### src/rtl/ram4.sv
// ram4: four-word register memory with DMux4Way-style load steering and 4:1 read mux; define RAM4_READ_REG_EN for a registered read port
module ram4 #(
    parameter int WIDTH = 16,
    parameter int DEPTH = 4
) (
    input  logic             clk,
    input  logic             rst_n,
    input  logic [WIDTH-1:0] in,
    input  logic             load,
    input  logic [1:0]       address,
    output logic [WIDTH-1:0] out,
    output logic [DEPTH-1:0] written
);
    logic [DEPTH-1:0] ld;
    logic [WIDTH-1:0] mem_d [DEPTH];
    logic [WIDTH-1:0] mem_q [DEPTH];
    logic [DEPTH-1:0] written_d, written_q;

    // steer the single load strobe to one word enable and compute next word/flag state
    always_comb begin
        ld = '0;
        ld[address] = load;
        mem_d = mem_q;
        for (int i = 0; i < DEPTH; i++)
            mem_d[i] = ld[i] ? in : mem_q[i];
        written_d = written_q | ld;
    end

    // word storage and sticky written flags, cleared only by reset
    always_ff @(posedge clk or negedge rst_n) begin
        if (!rst_n) begin
            for (int i = 0; i < DEPTH; i++)
                mem_q[i] <= '0;
            written_q <= '0;
        end else begin
            mem_q <= mem_d;
            written_q <= written_d;
        end
    end

    assign written = written_q;

`ifdef RAM4_READ_REG_EN
    logic [WIDTH-1:0] out_d, out_q;

    // read-before-write: capture the addressed word as it stood before the edge
    always_comb begin
        out_d = mem_q[address];
    end

    // registered read port
    always_ff @(posedge clk or negedge rst_n) begin
        if (!rst_n)
            out_q <= '0;
        else
            out_q <= out_d;
    end

    assign out = out_q;
`else
    assign out = mem_q[address];
`endif
endmodule

### config.mk
export PLATFORM = sky130hd
export DESIGN_NAME = ram4
export DESIGN_NICKNAME = d
export VERILOG_FILES = /design/src/rtl/ram4.sv
export SDC_FILE = /design/constraint.sdc
export NUM_CORES = 1
export LEC_CHECK = 0
export BUFFER_PORTS_ARGS = -buffer_cell sky130_fd_sc_hd__buf_2
export CORE_ASPECT_RATIO = 1.4
export CORE_UTILIZATION = 45
export CTS_CLUSTER_SIZE = 8
export DETAILED_ROUTE_END_ITERATION = 16
export GPL_TIMING_DRIVEN = 0
export PLACE_DENSITY = 0.7
export SYNTH_ARGS = -nofsm -noshare
export SYNTH_HDL_FRONTEND = slang
export SYNTH_SLANG_ARGS = --single-unit
export TNS_END_PERCENT = 5
### constraint.sdc
create_clock -name clk -period 1.4 [get_ports clk]
set_input_delay 0.14 -clock clk [delete_from_list [all_inputs] [get_ports clk]]
set_output_delay 0.14 -clock clk [all_outputs]
set_load 0.05 [all_outputs]
# Word level (Yosys, flattened, before mapping)
# Index checks and enable logic that the tools add are counted.
[totals]
register_bits = 68
in_bits = 21
out_inout_bits = 20
wordCells = 17
[classes]
magnitude_cmp = 3
n_mux = 5
bitwise = 3
n_reduce_logical = 1
[ops]
columns = ["op", "count"]
rows = [
  ["$bmux 16 s2", 1],
  ["$mux 16", 2],
  ["$and 4x4->4", 1],
  ["$or 4x4->4", 1],
  ["$ge 3x3->1 const B", 1],
  ["$lt 2x3->1 const B", 1],
  ["$not 2->3", 1],
  ["$demux 1 s2", 1],
  ["$ge 2x1->1 const B", 1],
  ["$logic_and 1x1->1", 1],
  ["$mux 1", 1],
]

# Logic depth before layout (Yosys ltp)
[logic_depth]
word_depth = 6
ltp_mapped = 4

# Worst setup path before layout
# No wires, ideal clock.
[synth_timing]
path_kind = "input -> output"
startpoint = "input address[0]"
endpoint = "output out[10]"
arrival_ps = 1185
setup_slack_ps = 75
path_stages = 3
path_buffers = 2
cell_sequence = "buf_6 buf_4 mux4_2"
[synth_between]
elab_chain_cells = 4
[synth_lines]
columns = ["item", "line_no", "text"]
rows = [
  ["from (decl)", "10", "input logic [1:0] address,"],
  ["$not 2->3 (not written as such)", "61", "assign out = mem_q[address];"],
  ["$bmux 16 s2", "61", ""],
  ["$mux 16 (not written as such) (2 in series)", "61", ""],
  ["to (decl)", "11", "output logic [WIDTH-1:0] out,"],
]
# Every way passes these cells. The select of a mux whose other input is x is not followed.

# Final worst setup path
[layout_timing]
startpoint = "register mem_q[5] (netlist bit)"
endpoint = "output out[5]"
[layout_between]
elab_chain_cells = 3
[layout_lines]
columns = ["item", "line_no", "text"]
rows = [
  ["from (decl)", "16", "logic [WIDTH-1:0] mem_q [DEPTH];"],
  ["from (signal assigned)", "36", "mem_q <= mem_d;"],
  ["$bmux 16 s2", "61", ""],
  ["$mux 16 (not written as such) (2 in series)", "61", ""],
]
# Every way passes these cells. The select of a mux whose other input is x is not followed.

==> impl_metrics.toml <==
[yosys]
netlist_instances = 164
synth_seq_area_share_pct = 57.85
synth_cell_types = 12
synth_warnings = 0
synth_fp_nets = 185
synth_seq_cells = 68
synth.avg_cell_area_um2 = 17.94
synth.cell_area_mm2 = 0.002942

[critical_path]
cp-end-kind = "output port"
rrSetupSlack_ns = 0.62
crit_arrival_ns = 1.38
r2r-end = "written[0]"
worstSetupPathType = "register to output port"
worstPathRequired_ns = 1.26
critical_path.cell_chain = "mux4_2 > buf_6"
reg2reg_from = "written[0]"
reg2reg_depth = 1
crit_path_start = "mem_q[5]"
critPathMaxFanout = 2
crit_end = "out[5]"
crit_path_start_kind = "register"
max_stage_delay_ns = 0.49
slowest_stage = "mux4_2"

[clock_tree]
cts_buffers = 9
cts_tree = "done"
clk_pin_slew_ns = 0.06
cts_num_sinks = 68
clk_latency_ns = 0.34
cts_buffer_depth = 2
htree_num_levels = 3
cts_root_buffer = "clkbuf_8"
cts_setup_buffers = 0

[timing]
fmax_ghz = 0.6599
slew_headroom_pct = 43.30
finalWorstSetupSlack_ns = -0.1153
worstMarginPinSlew_ns = 0.8504
setup_violations = 16
min_period_ns = 1.515
rsz0062_at_grt = "true"
finalCritPeriodShare_pct = 108.2
slew_viol_final = 0
finalSetupTns_ns = -1.671
clock-skew-final_ns = 0
hold_viol_final = 0

[power]
powerDensity_mw_per_mm2 = 1548
vdd_ir_drop_max_uv = 759.8
p_leak_nw = 1.542
power.total_w = 0.005514

[floorplanning]
fp.dieArea_mm2 = 0.006869
initial_core_util_pct = 47.04
rows = 34
io-pin-count = 41
coreArea_mm2 = 0.006254
fp.dieW_um = 70.33
die_h_um = 97.67

[routing]
avgRoutedWirePerCell_um = 17.78
first_iter_violations = 32
ant_nets = 0
drt_wl_total_mm = 5.191
viasPerCell = 5.527
firstDrtPassIters = 4
dr_total_vias = 1614
drc = 0

[global_routing]
grt_start_max_net_pins = 69
grt_pass1_wl_mm = 8.790
grt-ovfl-total = 0
global_route.usage.met2_pct = 26.74
grt_usage_pct = 17.04
antenna_found_initial = 0
grt_pass1_vias = 1789
busiest_layer = "met2"
grt_util_met3_pct = 3.320
met1_usage_pct = 21.72

[placed_design]
routabilityCongestion = 0.7160
dpl_cell_area_mm2 = 0.003234
numPortBuffers = 40
dpl.hpwl_mm = 3.298

[job]
timing.max_cap.violations = 0

[finish]
layout_commonest_cell = "dfrtp_1"
fin_util_pct = 56.94
diodes = 0
fin_nets = 237
area_delta_synth_final_pct = 21.06
fill_cells = 498
fin_area_mm2 = 0.003561
final_cell_mix = "68 x dfrtp_1, 64 x mux2_2, 24 x buf_2"
drive_above_1_share_pct = 66.36

[worst_hold_path]
worstHoldPathType = "input pin to register"
hold-path-cell-count = 2

[outcome]
status = "finished, violations left"
violations = "negative setup slack"
worst min-delay path by stage:
stage	end	slack, ns	startpoint
2_1_floorplan	mem_q[0]	-0.16	rst_n
3_3_place_gp	mem_q[62]	0.42	in[14]
3_5_place_dp	written[2]	0.30	rst_n
4_1_cts	mem_q[56]	0.06	in[8]
5_1_grt	mem_q[1]	0.08	in[1]
6_report	mem_q[15]	0.07	in[15]
cells in the mapped netlist, drive strengths merged:
master / count / share of area, %
nand3b: 2 / 1.4
nand3: 1 / 0.34
dfrtp: 68 / 58
nor3b: 1 / 0.64
or2: 1 / 0.21
buf: 7 / 2.1
nand2b: 3 / 0.64
clkbuf: 1 / 0.13
mux2: 64 / 25
mux4: 16 / 12
kinds of logic (layout without fill, tap and decap cells):
logic type,after synthesis,after routing,share of synthesized area [%]
mux,80,80,36.75
flops,68,68,57.85
simple gates,8,8,3.190
buf+inv,8,64,2.211
power breakdown:
part	internal [W]	switching [W]
sequential	0.00232	0.000159
clock	0.000961	0.000670
combinational	0.000693	0.000715
repair_timing:
item,4_1_cts,5_1_grt
resized for setup,35,1
hold buffers,1,0
setup endpoints to repair,16,16
hold endpoints to repair,68,0
cell type report:
cell class	count	area, um^2	area share [%]
clock inverters	1	30.03	0.8433
well taps	72	90.09	2.530
repair buffers	41	312.8	8.784
flip-flops and latches	68	1702	47.79
multi-input cells	88	1175	32.99
plain buffers	8	78.83	2.214
clock buffers	14	172.7	4.849
critical path: cells and delay by family, from the launching register on:
| family | cells | cell delay [ns] |
|---|---|---|
| flip-flops | 1 | 0.38 |
| buffers and inverters | 1 | 0.17 |
| multiplexers | 1 | 0.49 |
per-layer routing:
layer,wire (um),up-vias
met5,0,-
met4,164,0
met1,2290,839
li1,-,721
met3,191,13
met2,2544,41
per-stage QoR:
step                hold slack [ns]  std cells  setup slack, ns
floorplan                   -0.1556        164          0.07545
global placement             0.4190        276          -0.3980
detailed placement           0.3038        276          -0.4245
CTS                         0.06483        292          -0.1437
global route                0.08158        292          -0.1630
finish                      0.07337        292          -0.1153
sequential cells by signal (all words and copies together) (netlist names):
signal	cells
mem_q	64
written	4
(Power assumes the default switching activity.)
